### config.mk
export PLATFORM = sky130hd
export DESIGN_NAME = input_conditioner_flat
export DESIGN_NICKNAME = d
export VERILOG_FILES = /design/src/rtl/input_conditioner_pkg.sv /design/src/rtl/input_conditioner_if.sv /design/src/rtl/input_conditioner_debounce_channel.sv /design/src/rtl/input_conditioner.sv /design/src/flat_wrapper.sv
export SDC_FILE = /design/constraint.sdc
export NUM_CORES = 1
export LEC_CHECK = 0
export BUFFER_PORTS_ARGS = -buffer_cell sky130_fd_sc_hd__buf_2
export CELL_PAD_IN_SITES_DETAIL_PLACEMENT = 0
export CELL_PAD_IN_SITES_GLOBAL_PLACEMENT = 1
export CORE_MARGIN = 4
export CORE_UTILIZATION = 45
export CTS_CLUSTER_SIZE = 12
export DETAILED_ROUTE_END_ITERATION = 10
export PLACE_DENSITY_LB_ADDON = 0.1
export SYNTH_ARGS = -nofsm -noshare
export SYNTH_HDL_FRONTEND = slang
export SYNTH_HIERARCHICAL = 1
export SYNTH_SLANG_ARGS = --single-unit
### constraint.sdc
create_clock -name clock -period 2.7 [get_ports clock]
set_input_delay 0.135 -clock clock [delete_from_list [all_inputs] [get_ports clock]]
set_output_delay 0.135 -clock clock [all_outputs]
set_load 0.005 [all_outputs]
### src/rtl/input_conditioner_pkg.sv
// input_conditioner_pkg: shared debounce state encoding, channel indices and defaults
package input_conditioner_pkg;
  typedef enum logic [1:0] {
    STABLE_LO = 2'd0,
    PEND_HI   = 2'd1,
    STABLE_HI = 2'd2,
    PEND_LO   = 2'd3
  } db_state_t;
  localparam int NUM_CH = 3;
  localparam int SENSOR = 0;
  localparam int WALK = 1;
  localparam int PROG = 2;
  localparam int DEFAULT_DEBOUNCE_CYCLES = 500_000;
endpackage

### src/rtl/input_conditioner_if.sv
// input_conditioner_if: raw board inputs in, conditioned controller signals out
interface input_conditioner_if;
  logic sensor_raw;
  logic walk_raw;
  logic prog_raw;
  logic sensor_sync;
  logic wr_sync;
  logic prog_sync;
  modport master (
    output sensor_raw, walk_raw, prog_raw,
    input  sensor_sync, wr_sync, prog_sync
  );
  modport slave (
    input  sensor_raw, walk_raw, prog_raw,
    output sensor_sync, wr_sync, prog_sync
  );
endinterface

### src/rtl/input_conditioner_debounce_channel.sv
// input_conditioner_debounce_channel: synchroniser, debounce FSM and press strobe for one input
module input_conditioner_debounce_channel
  import input_conditioner_pkg::*;
#(
  parameter int SYNC_STAGES = 2,
  parameter int DEBOUNCE_CYCLES = DEFAULT_DEBOUNCE_CYCLES,
  parameter int CNT_W = 19,
  parameter bit PULSE = 1'b0
) (
  input  logic clock,
  input  logic reset_sync,
  input  logic i_raw,
  output logic o_out
);
  logic [SYNC_STAGES-1:0] r_sync;
  logic [CNT_W-1:0] r_cnt;
  db_state_t r_state;
  logic r_level;
  logic r_rise;
  logic w_s;
  logic w_done;
  assign w_s = r_sync[SYNC_STAGES-1];
  assign w_done = r_cnt == CNT_W'(DEBOUNCE_CYCLES - 1);
  assign o_out = PULSE ? r_rise : r_level;
  // metastability chain into the clock domain
  always_ff @(posedge clock or posedge reset_sync)
    if (reset_sync) r_sync <= '0;
    else r_sync <= {r_sync[SYNC_STAGES-2:0], i_raw};
  // debounce FSM: a change is accepted only after DEBOUNCE_CYCLES equal samples; rise strobes on entry from the low side
  always_ff @(posedge clock or posedge reset_sync)
    if (reset_sync) begin
      r_state <= STABLE_LO;
      r_cnt <= '0;
      r_level <= 1'b0;
      r_rise <= 1'b0;
    end else begin
      r_rise <= 1'b0;
      case (r_state)
        STABLE_LO:
          if (w_s) begin
            if (DEBOUNCE_CYCLES == 1) begin
              r_state <= STABLE_HI;
              r_level <= 1'b1;
              r_rise <= 1'b1;
            end else begin
              r_state <= PEND_HI;
              r_cnt <= CNT_W'(1);
            end
          end
        PEND_HI:
          if (!w_s) begin
            r_state <= STABLE_LO;
            r_cnt <= '0;
          end else if (w_done) begin
            r_state <= STABLE_HI;
            r_cnt <= '0;
            r_level <= 1'b1;
            r_rise <= 1'b1;
          end else r_cnt <= r_cnt + 1'b1;
        STABLE_HI:
          if (!w_s) begin
            if (DEBOUNCE_CYCLES == 1) begin
              r_state <= STABLE_LO;
              r_level <= 1'b0;
            end else begin
              r_state <= PEND_LO;
              r_cnt <= CNT_W'(1);
            end
          end
        PEND_LO:
          if (w_s) begin
            r_state <= STABLE_HI;
            r_cnt <= '0;
          end else if (w_done) begin
            r_state <= STABLE_LO;
            r_cnt <= '0;
            r_level <= 1'b0;
          end else r_cnt <= r_cnt + 1'b1;
      endcase
    end
endmodule

### src/rtl/input_conditioner.sv
// input_conditioner: polarity-corrects, synchronises and debounces the three board inputs
module input_conditioner
  import input_conditioner_pkg::*;
#(
  parameter int SYNC_STAGES = 2,
  parameter int DEBOUNCE_CYCLES = DEFAULT_DEBOUNCE_CYCLES,
  parameter int CNT_W = 19,
  parameter logic [2:0] INVERT = 3'b000
) (
  input logic clock,
  input logic reset_sync,
  input_conditioner_if.slave bus
);
  logic [NUM_CH-1:0] w_raw;
  logic [NUM_CH-1:0] w_out;
  assign w_raw = {bus.prog_raw, bus.walk_raw, bus.sensor_raw} ^ INVERT;
  for (genvar g = 0; g < NUM_CH; g++) begin : g_ch
    input_conditioner_debounce_channel #(
      .SYNC_STAGES(SYNC_STAGES),
      .DEBOUNCE_CYCLES(DEBOUNCE_CYCLES),
      .CNT_W(CNT_W),
      .PULSE(g == WALK)
    ) u_ch (
      .clock(clock),
      .reset_sync(reset_sync),
      .i_raw(w_raw[g]),
      .o_out(w_out[g])
    );
  end
  assign bus.sensor_sync = w_out[SENSOR];
  assign bus.wr_sync = w_out[WALK];
  assign bus.prog_sync = w_out[PROG];
endmodule
### src/flat_wrapper.sv
// flat-port wrapper written by rule: the top's interface ports become plain ports
module input_conditioner_flat import input_conditioner_pkg::*;
#(
  parameter int SYNC_STAGES = 2,
  parameter int DEBOUNCE_CYCLES = DEFAULT_DEBOUNCE_CYCLES,
  parameter int CNT_W = 19,
  parameter logic [2:0] INVERT = 3'b000
)
  (clock, reset_sync, bus_sensor_raw, bus_walk_raw, bus_prog_raw, bus_sensor_sync, bus_wr_sync, bus_prog_sync);
  input_conditioner_if bus_i ();
  input logic clock;
  input logic reset_sync;
  input wire logic [$bits(bus_i.sensor_raw)-1:0] bus_sensor_raw;
  input wire logic [$bits(bus_i.walk_raw)-1:0] bus_walk_raw;
  input wire logic [$bits(bus_i.prog_raw)-1:0] bus_prog_raw;
  output wire logic [$bits(bus_i.sensor_sync)-1:0] bus_sensor_sync;
  output wire logic [$bits(bus_i.wr_sync)-1:0] bus_wr_sync;
  output wire logic [$bits(bus_i.prog_sync)-1:0] bus_prog_sync;
  assign bus_i.sensor_raw = bus_sensor_raw;
  assign bus_i.walk_raw = bus_walk_raw;
  assign bus_i.prog_raw = bus_prog_raw;
  assign bus_sensor_sync = bus_i.sensor_sync;
  assign bus_wr_sync = bus_i.wr_sync;
  assign bus_prog_sync = bus_i.prog_sync;
  input_conditioner #(.SYNC_STAGES(SYNC_STAGES), .DEBOUNCE_CYCLES(DEBOUNCE_CYCLES), .CNT_W(CNT_W), .INVERT(INVERT)) u_core (.clock(clock), .reset_sync(reset_sync), .bus(bus_i));
endmodule
Word level (Yosys, flattened, before mapping)
Cells that the tools add are included.
{"block": "op_classes", "addsub": 3, "n_reduce_logical": 13, "muxes": 52, "eq_ne": 32}
{"cell": "$mux W19", "count": 15}
{"cell": "$pmux W19 S4", "count": 3}
{"cell": "$add A19 B1 Y19 const B", "count": 3}
{"cell": "$eq A19 B19 Y1 const B", "count": 3}
{"cell": "$mux W2", "count": 18}
{"cell": "$ne A2 B2 Y1 const B", "count": 14}
{"cell": "$pmux W2 S4", "count": 3}
{"cell": "$ne A3 B3 Y1 const B", "count": 6}
{"cell": "$eq A2 B2 Y1 const B", "count": 6}
{"cell": "$reduce_and A4 Y1", "count": 3}
{"cell": "$mux W1", "count": 11}
{"cell": "$reduce_and A5 Y1", "count": 2}
{"cell": "$eq A2 B1 Y1 const B", "count": 3}
{"cell": "$logic_not A2 Y1", "count": 3}
{"cell": "$reduce_and A2 Y1", "count": 3}
{"cell": "$pmux W1 S2", "count": 2}
{"cell": "$reduce_bool A2 Y1", "count": 2}
{"block": "word_totals", "regBits": 72, "inputBits": 5}

Longest topological paths before layout
Gate-level depths: netlist (run 1).
{"block": "depth", "ltp_word": 4, "mapped_depth": 8, "ltp_nobuf": 6}

Modules after synthesis
The synthesis (run 1) kept the hierarchy.
{"module": "input_conditioner_debounce_channel (u_core.g_ch[2].u_ch)", "n_inst": 1, "cells_per_inst": 143, "area_per_inst_um2": 1340.0}
{"module": "input_conditioner_debounce_channel (u_core.g_ch[1].u_ch)", "n_inst": 1, "cells_per_inst": 138, "area_per_inst_um2": 1310.0}
{"module": "input_conditioner_debounce_channel (u_core.g_ch[0].u_ch)", "n_inst": 1, "cells_per_inst": 135, "area_per_inst_um2": 1282.5}

Worst setup path before layout (run 1)
Ideal clock, no wire load.
{"block": "synth_timing", "kind": "reg2reg", "from": "register u_core.g_ch[0].u_ch.r_cnt[0]", "to": "register u_core.g_ch[0].u_ch.r_cnt[5]", "synth_period_minus_slack_ns": 1.966, "stages_incl_launch_ff": 8, "slack_ns": 0.734, "t_required_ns": 2.579, "t_arrival_ns": 1.845, "setup_ns": 0.121, "cell_sequence": "dfrtp_1 ha_1 nand3_2 or4_4 o31a_1 buf_6 buf_6 a22o_1"}
{"block": "synth_via", "elab_chain_len": 4}
{"element": "start, declared", "line": "input_conditioner_debounce_channel.sv:16", "source": "logic [CNT_W-1:0] r_cnt;"}
{"element": "start signal, assigned", "line": "input_conditioner_debounce_channel.sv:59", "source": "end else r_cnt <= r_cnt + 1'b1;"}
{"element": "start signal, assigned", "line": "input_conditioner_debounce_channel.sv:78", "source": "end else r_cnt <= r_cnt + 1'b1;"}
{"element": "$add A19 B1 Y19 or $eq A19 B19 Y1 (tied branches)", "line": "input_conditioner_debounce_channel.sv:59, input_conditioner_debounce_channel.sv:78, input_conditioner_debounce_channel.sv:23"}
{"element": "$mux W19 *", "line": "input_conditioner_debounce_channel.sv:54, input_conditioner_debounce_channel.sv:74"}
{"element": "$mux W19 (on tied branches)", "line": "input_conditioner_debounce_channel.sv:71, input_conditioner_debounce_channel.sv:51"}
{"element": "$pmux W19 S4 *", "line": "input_conditioner_debounce_channel.sv:38", "source": "case (r_state)"}
Mark *: on every way between the ends. The rest lies on a longest branch, timed or not.
A chain may end at the register's enable or synchronous reset.

Final worst setup path (run 1)
{"block": "layout_timing", "from": "register u_core.g_ch[0].u_ch.r_cnt[0]", "to": "register u_core.g_ch[0].u_ch.r_cnt[8]"}
Same word-level chain as after synthesis.

==> impl_metrics.json, run 1 <==
{
  "syn_to_final_growth_pct": 9.386,
  "rows": 33,
  "critPathRequiredTime_ns": 2.93,
  "antenna_found_initial": 0,
  "reg2reg_depth": 6,
  "synthTopCellsByArea": "dfrtp_1 46%, nand3_1 4.3%, nand2_1 3.9%",
  "synth_cell_types": 64,
  "grt_pass1_wl_um": 14560,
  "fin_crit_sh_pct": 84.49,
  "start_kind": "register",
  "slew_viol_final": 0,
  "wire_per_inst_um": 15.72,
  "p_per_area_nw_per_um2": 694.0,
  "status": "complete, no violations",
  "synthTopCellsByCount": "72 x dfrtp_1, 41 x nand2_1, 34 x nand3_1, 30 x o21ai_0, 29 x a21oi_1",
  "first_pass_iters": 4,
  "post_cts_buffers": 0,
  "drcViolationCount": 0,
  "drive_gt1_share_pct": 14.29,
  "finalNetCount": 437,
  "diodes": 0,
  "htreeDepth": 3,
  "finalHoldViolCount": 0,
  "dp_hpwl_um": 5895,
  "dpl_worst_slack_ns": 0.4471,
  "die_area_um2": 10300,
  "setup_slack_ns": 0.4189,
  "die_x_um": 101.5,
  "synthArstFlopShare_pct": 100.0,
  "peakVddDrop_mv": 0.4433,
  "holdCritPathClass": "in -> async",
  "rsz0062_at_grt": "no",
  "core_area_um2": 8341,
  "clk_latency_ns": 0.34,
  "cap_violations": 0,
  "die_h_um": 101.5,
  "cts_buffer_depth": 2,
  "tightest_slew_ns": 0.9499,
  "tns_ns": 0,
  "cts_sinks": 72,
  "grt_max_degree": 25,
  "synth_cells": 416,
  "slew_headroom_pct": 36.61,
  "synth_edf_count": 0,
  "grt_usage_pct": 17.70,
  "routed_wl_um": 8474,
  "syn_area_um2": 3933,
  "ant_nets": 0,
  "grt_pass1_vias": 2907,
  "utilization_pct": 51.58,
  "crit_path_max_fanout": 20,
  "dr.first_iter.drc_count": 116,
  "setup_viol": 0,
  "initial_utilization_pct": 47.15,
  "ys_seq_elements": 72,
  "yosysTopAreaCell": "dfrtp_1",
  "p_leak_nw": 1.873,
  "yosysSeqAreaShare_pct": 45.82,
  "synthFlopType": "dfrtp_1",
  "synth_top_cell_area_share_pct": 45.82,
  "critPathCaptureType": "register",
  "worstSetupPathType": "reg -> reg",
  "r2r-start": "u_core/g_ch[0].u_ch/r_cnt[0]",
  "place.port_buffers": 7,
  "ios": 8,
  "synth_area_per_cell_um2": 9.453,
  "startpoint": "u_core/g_ch[0].u_ch/r_cnt[0]",
  "fmax_mhz": 438.4,
  "clock_skew_ns": 0.01583,
  "synth_warnings": 6,
  "finalWeightedCongestion": 0.8186,
  "path_clk_slew_ns": 0.09,
  "fin_crit_ns": 2.281,
  "synth_most_common_cell": "dfrtp_1",
  "ctsRootBufferMaster": "clkbuf_8",
  "numCtsBuffers": 9,
  "via_count": 3106,
  "routed_via_density": 5.763,
  "gr-total-overflow": 0,
  "cp.arrival_ns": 2.51,
  "cts_tree": "done",
  "synth_nets": 424
}
## final cells by class
type	count	area [um^2]
fillers	789	4039
inverters	18	67.56
flip-flops and latches	72	1802
clock inverters	6	90.09
well taps	105	131.4
multi-input cells	314	1978
clock buffers	10	137.6
repair buffers	14	95.09
## report_power, final
| group | switching [mW] | internal, mW | leakage, nW | total, mW |
|---|---|---|---|---|
| Clock | 0.429 | 0.549 | 0.113 | 0.978 |
| Combinational | 0.473 | 0.263 | 0.789 | 0.735 |
| Sequential | 0.113 | 1.16 | 0.971 | 1.27 |
## per-stage QoR
stage               std cells  cell area [um^2]  power [mW]  hold slack, ns
finish                    539              4302       2.985         0.02141
detailed placement        520              4044       2.025          0.2453
floorplan                 416              3933       1.897          0.1496
global placement          520              4044       2.023          0.2447
CTS                       539              4302       3.026         0.04819
global route              539              4302       3.188         0.08054
## cells by family after synthesis
kind of cell / synth area share [%]
mux: 1.782
fa+ha+maj: 0.9546
xor+xnor: 2.418
buf+inv: 3.881
compound gates: 18.45
simple gates: 26.69
flops: 45.82
## timing repair
item,CTS,global route
hold endpoints to repair,3,0
endpoints found under the setup margin,0,0
hold buffers,3,0
gates resized for setup,0,0
## cells in the final DEF, fill, tap and decap left out, drive strengths merged, types with 3 or more instances in the layout
| master | count |
|---|---|
| dfrtp | 72 |
| nand2 | 42 |
| nand3 | 36 |
| o21ai | 32 |
| a21oi | 31 |
| inv | 19 |
| and3 | 18 |
| nor2 | 16 |
| a31oi | 12 |
| buf | 11 |
| clkbuf | 10 |
| nor3 | 10 |
| a21o | 10 |
| a22o | 9 |
| xor2 | 9 |
| and2 | 9 |
| nand4 | 8 |
| or3 | 8 |
| nor4 | 7 |
| nand2b | 6 |
| mux2i | 4 |
| o31ai | 4 |
| or4 | 4 |
| dlygate4sd3 | 3 |
| or2 | 3 |
| a41oi | 3 |
| ha | 3 |
| and4 | 3 |
## state kept, by name (all words and copies together) (netlist names), named ones only
register	cells
u_core/g_ch.u_ch/r_cnt	57
u_core/g_ch.u_ch/r_sync	6
u_core/g_ch.u_ch/o_out	3
u_core/g_ch.u_ch/r_state	3
## final timing paths
path / end / slack [ns]
max reg2reg: u_core/g_ch[0].u_ch/r_cnt[8] / 0.42
max: u_core/g_ch[0].u_ch/r_cnt[8] / 0.42
min: u_core/g_ch[1].u_ch/r_cnt[7] / 0.02
min in group clock: u_core/g_ch[1].u_ch/r_sync[1] / 0.36
min reg2reg: u_core/g_ch[1].u_ch/r_sync[1] / 0.36
max in group asynchronous: u_core/g_ch[2].u_ch/r_cnt[17] / 2.07
## critical path: stages, from the launching register on
cell and delay [ns]:
dfrtp_1 0.42, ha_1 0.23, nand3_2 0.15, or4_4 0.46, o31a_1 0.49, a21o_1 0.25
a22o_1 0.17
## metal layers
| metal | vias up | share of wire [%] | routed length, um | GRT usage [%] |
|---|---|---|---|---|
| met5 | - | 0 | 0 | 0 |
| met4 | 0 | 1.1 | 89 | 5.521 |
| met3 | 7 | 2.4 | 202 | 2.961 |
| met2 | 38 | 43 | 3681 | 25.96 |
| met1 | 1504 | 53 | 4501 | 26.72 |
| li1 | 1557 | - | - | - |
No activity file was read; power rests on OpenSTA's default activity.
==> inputs of run 2 (changes only) <==
==> constraint.sdc (replaced) <==
create_clock -name clock -period 2.3 [get_ports clock]
set_input_delay 0.115 -clock clock [delete_from_list [all_inputs] [get_ports clock]]
set_output_delay 0.115 -clock clock [all_outputs]
set_load 0.005 [all_outputs]
==> impl_metrics.json, run 2 (same netlist as run 1, synthesis figures left out) <==
{
  "status": "complete, no violations",
  "post_cts_buffers": 0,
  "initial_utilization_pct": 47.15,
  "layout_commonest_cell": "dfrtp_1",
  "cp_slowest_cell": "or4_4",
  "largest_reg_flops": 57,
  "die_h_um": 101.5,
  "finalWeightedCongestion": 0.8028,
  "numCtsBuffers": 9,
  "fin_crit_ns": 2.124,
  "crit_chain": "ha_1 > nand3_2 > or4_4 > o31a_2 > a21o_1 > a22o_1",
  "r2r_end": "u_core/g_ch[0].u_ch/r_cnt[8]",
  "fin_crit_sh_pct": 92.33,
  "clock_skew_ns": 0.008444,
  "setup_slack_ns": 0.1763,
  "r2r_slack_ns": 0.18,
  "p_per_area_nw_per_um2": 807.0,
  "path_clk_slew_ns": 0.08,
  "tightest_slew_ns": 0.9705,
  "top_regs": "u_core/g_ch.u_ch/r_cnt x57, u_core/g_ch.u_ch/r_sync x6",
  "antenna_found_initial": 0,
  "setup_viol": 0,
  "ant_nets": 0,
  "pwr-share-clk_pct": 31.3,
  "dpl_worst_slack_ns": 0.09920,
  "finalHoldViolCount": 0,
  "cap_violations": 0,
  "grt_pass1_wl_um": 15140,
  "power_frac_comb_pct": 27.0,
  "switching_share_pct": 34.20,
  "diodes": 0,
  "tns_ns": 0,
  "worstHoldEndpoint": "u_core/g_ch[1].u_ch/r_sync[1]",
  "die_x_um": 101.5,
  "rows": 33,
  "final_cell_mix": "72 x dfrtp_1, 41 x nand2_1, 34 x nand3_1",
  "dp_hpwl_um": 6162,
  "fmax_mhz": 470.9,
  "drcViolationCount": 0,
  "slew_headroom_pct": 35.06,
  "start_kind": "register",
  "reg2reg_depth": 6,
  "place.port_buffers": 7,
  "ctsRootBufferMaster": "clkbuf_8",
  "crit_path_max_fanout": 20,
  "die_area_um2": 10300,
  "rsz0062_at_grt": "no",
  "grt_max_degree": 25,
  "cp.arrival_ns": 2.35,
  "place_inst": 534,
  "worstSetupPathType": "reg -> reg",
  "finalNetCount": 452,
  "routed_wl_um": 8683,
  "slew_viol_final": 0,
  "htreeDepth": 3,
  "holdCritStartpoint": "u_core/g_ch[1].u_ch/r_sync[0]",
  "dr.first_iter.drc_count": 157,
  "slowest_delay_ns": 0.45,
  "core_area_um2": 8341,
  "grt_pass1_vias": 3102,
  "path_buf_inv": 0,
  "via_count": 3237,
  "critPathRequiredTime_ns": 2.53,
  "peakVddDrop_mv": 0.5074,
  "cts_tree": "done",
  "ios": 8,
  "worstHoldPathCells": 0,
  "p_leak_nw": 1.944,
  "cts_buffer_depth": 2,
  "drive_gt1_share_pct": 17.15,
  "power.total_mw": 3.564,
  "p_seq_share_pct": 41.7,
  "critPathCaptureType": "register",
  "wire_per_inst_um": 15.67,
  "largest-register": "u_core/g_ch.u_ch/r_cnt",
  "grt_usage_pct": 18.55,
  "stdcell_count": 554,
  "routed_via_density": 5.843,
  "clk_latency_ns": 0.34,
  "r2r-start": "u_core/g_ch[0].u_ch/r_cnt[0]",
  "cts_sinks": 72,
  "utilization_pct": 52.96,
  "syn_to_final_growth_pct": 12.31,
  "first_pass_iters": 5,
  "p_switching_mw": 1.219,
  "cp_top_family": "compound AO/OA/AOI/OAI gates",
  "holdCritPathClass": "reg -> reg",
  "gr-total-overflow": 0,
  "internal_power_mw": 2.345
}
## run 2: cell types whose count changed in the layout (fill, tap and decap cells not counted), sizes merged
cell         change
buf             +14
clkbuf           -1
dlygate4sd3      +1
clkinv           +1
## run 2: repair_timing
item	in CTS	in global routing
setup endpoints to repair	0	8
hold buffers	4	0
gates resized for setup	0	2
hold endpoints to repair	37	0
## run 2: routing by layer
metal / vias up / track usage (%) / wire (um)
met1: 1583 / 26.68 / 4353
met5: - / 0 / 0
met4: 0 / 6.135 / 105
met2: 56 / 28.82 / 3977
li1: 1589 / - / -
met3: 9 / 2.686 / 247
## run 2: how the worst max path moves through the flow
| stage | start | endpoint | slack (ns) | cells past startpoint |
|---|---|---|---|---|
| finish | u_core/g_ch[0].u_ch/r_cnt[0] | u_core/g_ch[0].u_ch/r_cnt[8] | 0.18 | 6 |
| global route | u_core/g_ch[0].u_ch/r_cnt[0] | u_core/g_ch[0].u_ch/r_cnt[8] | 0.04 | 6 |
| CTS | u_core/g_ch[0].u_ch/r_cnt[0] | u_core/g_ch[0].u_ch/r_cnt[8] | 0.08 | 6 |
| detailed placement | u_core/g_ch[0].u_ch/r_cnt[0] | u_core/g_ch[0].u_ch/r_cnt[8] | 0.1 | 6 |
| global placement | u_core/g_ch[0].u_ch/r_cnt[0] | u_core/g_ch[0].u_ch/r_cnt[18] | 0.17 | 6 |
| floorplan | u_core/g_ch[0].u_ch/r_cnt[0] | u_core/g_ch[0].u_ch/r_cnt[5] | 0.33 | 7 |
## run 2: final cells by class
type	instances	area, um^2
Inverter	18	67.56
Tap cell	105	131.4
Clock inverter	7	95.09
Clock buffer	9	123.9
Sequential cell	72	1802
Multi-Input combinational cell	314	1987
Timing Repair Buffer	29	210.2
Fill cell	763	3924
## run 2: metrics by stage
step                      hold slack [ns]  area [um^2]
after floorplan                    0.1296         3933
after global placement             0.1802         4149
after detailed placement           0.1745         4149
after CTS                          0.3410         4408
after global routing               0.3656         4417
final                              0.3530         4417
## run 2: power by group through the flow
stage,combinational (mW),clock (mW),sequential (mW)
after global routing,1.08,1.22,1.51
after detailed placement,0.960,0,1.51
after CTS,0.966,1.16,1.48
after global placement,0.949,0,1.50
after floorplan,0.755,0,1.47
final,0.961,1.12,1.49
==> inputs of run 3 (changes only) <==
--- a/config.mk
+++ b/config.mk
@@ -5,6 +5,7 @@
 export SDC_FILE = /design/constraint.sdc
 export NUM_CORES = 1
 export LEC_CHECK = 0
+export ABC_AREA = 1
 export BUFFER_PORTS_ARGS = -buffer_cell sky130_fd_sc_hd__buf_2
 export CELL_PAD_IN_SITES_DETAIL_PLACEMENT = 0
 export CELL_PAD_IN_SITES_GLOBAL_PLACEMENT = 1
==> impl_metrics.json, run 3 <==
{
  "status": "complete, no violations",
  "critPathCaptureType": "register",
  "largest-register": "u_core/g_ch.u_ch/r_cnt",
  "setup_slack_ns": 0.5537,
  "grt_usage_pct": 18.11,
  "r2r-start": "u_core/g_ch[1].u_ch/r_cnt[0]",
  "synth_area_per_cell_um2": 7.257,
  "start_kind": "register",
  "cap_violations": 0,
  "rsz0062_at_grt": "no",
  "yosysTopAreaCell": "dfrtp_1",
  "place.port_buffers": 7,
  "cts_hold_buf": 4,
  "gr-total-overflow": 0,
  "internal_power_mw": 2.141,
  "utilization_pct": 51.09,
  "synth_warnings": 6,
  "dr.first_iter.drc_count": 194,
  "finalWeightedCongestion": 0.8418,
  "path_common_cell": "nor2_2",
  "initial_utilization_pct": 46.77,
  "finalNetCount": 630,
  "tightest_slew_ns": 0.9391,
  "holdCritStartpoint": "u_core/g_ch[2].u_ch/r_sync[0]",
  "synthTopCellsByArea": "dfrtp_1 41%, nand2_1 17%, nor2_1 6.3%",
  "dp_hpwl_um": 6967,
  "clock_skew_ns": 0.01117,
  "p_per_area_nw_per_um2": 676.0,
  "p_seq_share_pct": 45.6,
  "cts_sinks": 72,
  "drcViolationCount": 0,
  "power.total_mw": 3.237,
  "die_area_um2": 11380,
  "ios": 8,
  "finalHoldViolCount": 0,
  "top_regs": "u_core/g_ch.u_ch/r_cnt x57, u_core/g_ch.u_ch/r_sync x6",
  "slew_viol_final": 0,
  "peakVddDrop_mv": 0.5413,
  "routed_via_density": 4.925,
  "die_x_um": 106.7,
  "holdCritPathClass": "reg -> reg",
  "antenna_found_initial": 0,
  "synthArstFlopShare_pct": 100.0,
  "final_cell_mix": "195 x nand2_1, 73 x nor2_1, 72 x dfrtp_1",
  "diodes": 0,
  "tns_ns": 0,
  "synth_cells": 604,
  "numCtsBuffers": 9,
  "p_switching_mw": 1.096,
  "dpl_worst_slack_ns": 0.5910,
  "grt_pass1_vias": 3522,
  "power_frac_comb_pct": 20.2,
  "cp.arrival_ns": 2.01,
  "first_pass_iters": 4,
  "clk_latency_ns": 0.34,
  "post_cts_buffers": 0,
  "worstSetupPathType": "reg -> reg",
  "grt_max_degree": 25,
  "critPathRequiredTime_ns": 2.56,
  "crit_chain": "ha_1 > nand2_2 > nor2_4 > nand3_2 > nor2_2 > nor2_2 > nand3_1 > o21ai_1",
  "drive_gt1_share_pct": 13.08,
  "crit_path_max_fanout": 11,
  "p_leak_nw": 2.117,
  "layout_commonest_cell": "nand2_1",
  "rows": 35,
  "syn_to_final_growth_pct": 9.249,
  "largest_reg_flops": 57,
  "fmax_mhz": 572.6,
  "ys_seq_elements": 72,
  "fin_crit_ns": 1.746,
  "switching_share_pct": 33.85,
  "pwr-share-clk_pct": 34.2,
  "setup_viol": 0,
  "slew_headroom_pct": 37.33,
  "path_clk_slew_ns": 0.08,
  "cts_tree": "done",
  "synth_edf_count": 0,
  "synthTopCellsByCount": "195 x nand2_1, 73 x nor2_1, 72 x dfrtp_1, 64 x inv_1, 53 x nand3_1",
  "core_area_um2": 9371,
  "startpoint": "u_core/g_ch[1].u_ch/r_cnt[0]",
  "routed_wl_um": 9507,
  "die_h_um": 106.7,
  "synthFlopType": "dfrtp_1",
  "cp_slowest_cell": "nor2_2",
  "synth_most_common_cell": "nand2_1",
  "htreeDepth": 3,
  "ctsRootBufferMaster": "clkbuf_8",
  "synth_top_cell_area_share_pct": 41.11,
  "slowest_delay_ns": 0.42,
  "syn_area_um2": 4383,
  "cts_resized": 0,
  "ant_nets": 0,
  "cts_buffer_depth": 2,
  "fin_crit_sh_pct": 75.93,
  "grt_pass1_wl_um": 16730,
  "via_count": 3723,
  "synth_cell_types": 30,
  "wire_per_inst_um": 12.58,
  "yosysSeqAreaShare_pct": 41.11,
  "synth_nets": 612
}
==> run 3: cell types whose count changed in the layout (fill, tap and decap cells not counted), moves of 12 or more <==
cell,delta
a21oi_1,-16
buf_4,-15
nand2_1,+154
and3_1,-14
nand2_2,+12
nand3_1,+19
nor2_1,+57
inv_1,+46
o21ai_0,-16
nor2_2,+12
==> run 3: area by class of cell <==
type	count	area, um^2
clock inverter	5	81.33
multi-input combinational	452	2238
inverter	73	276.5
fill	940	4583
tap	129	161.4
timing repair buffer	14	97.59
clock buffer	11	131.4
sequential	72	1802
==> run 3: final timing paths <==
| kind | to | slack, ns | cells past startpoint |
|---|---|---|---|
| max in group asynchronous | u_core/g_ch[1].u_ch/r_cnt[10] | 1.15 | 3 |
| min in group asynchronous | u_core/g_ch[2].u_ch/r_cnt[15] | 0.40 | 4 |
| max | u_core/g_ch[1].u_ch/r_cnt[9] | 0.55 | 8 |
| max reg2reg | u_core/g_ch[1].u_ch/r_cnt[9] | 0.55 | 8 |
| min | u_core/g_ch[2].u_ch/r_sync[1] | 0.35 | 0 |
| min reg2reg | u_core/g_ch[2].u_ch/r_sync[1] | 0.35 | 0 |
==> run 3: cell families after synthesis <==
| group | count (synthesis) | share of synthesized area, % |
|---|---|---|
| DFF | 72 | 41.11 |
| xor gates and xnor gates | 21 | 4.196 |
| adders and majority gates | 3 | 0.8565 |
| and+or+nand+nor | 370 | 37.60 |
| AOI/OAI and AO/OA | 58 | 8.421 |
| buffers and inverters | 80 | 7.822 |
==> run 3: per-stage QoR <==
step	cell area, um^2	cells	hold slack, ns
after floorplan	4383	604	0.1296
after global placement	4536	736	0.2192
after detailed placement	4536	736	0.2244
after CTS	4788	756	0.3520
after global routing	4788	756	0.3522
final	4788	756	0.3521
==> run 3: layer usage <==
layer	up-vias	global-route usage, %	wire length (um)
met3	4	3.432	351
li1	1944	-	-
met1	1721	27.58	4990
met5	-	0	0
met2	54	26.57	4110
met4	0	4.201	55
==> run 3: critical path: cells and delay by family (launching register included) <==
kind,cells,cell delay (ns)
and+or+nand+nor,6,0.87
DFF,1,0.41
adders and majority gates,1,0.27
AOI/OAI and AO/OA,1,0.12
==> run 3: power groups by stage <==
stage	clock, mW	sequential [mW]	combinational, mW
5_1_grt	1.20	1.49	0.736
2_1_floorplan	0	1.47	0.572
4_1_cts	1.13	1.47	0.664
3_5_place_dp	0	1.50	0.657
6_report	1.11	1.48	0.654
3_3_place_gp	0	1.49	0.648
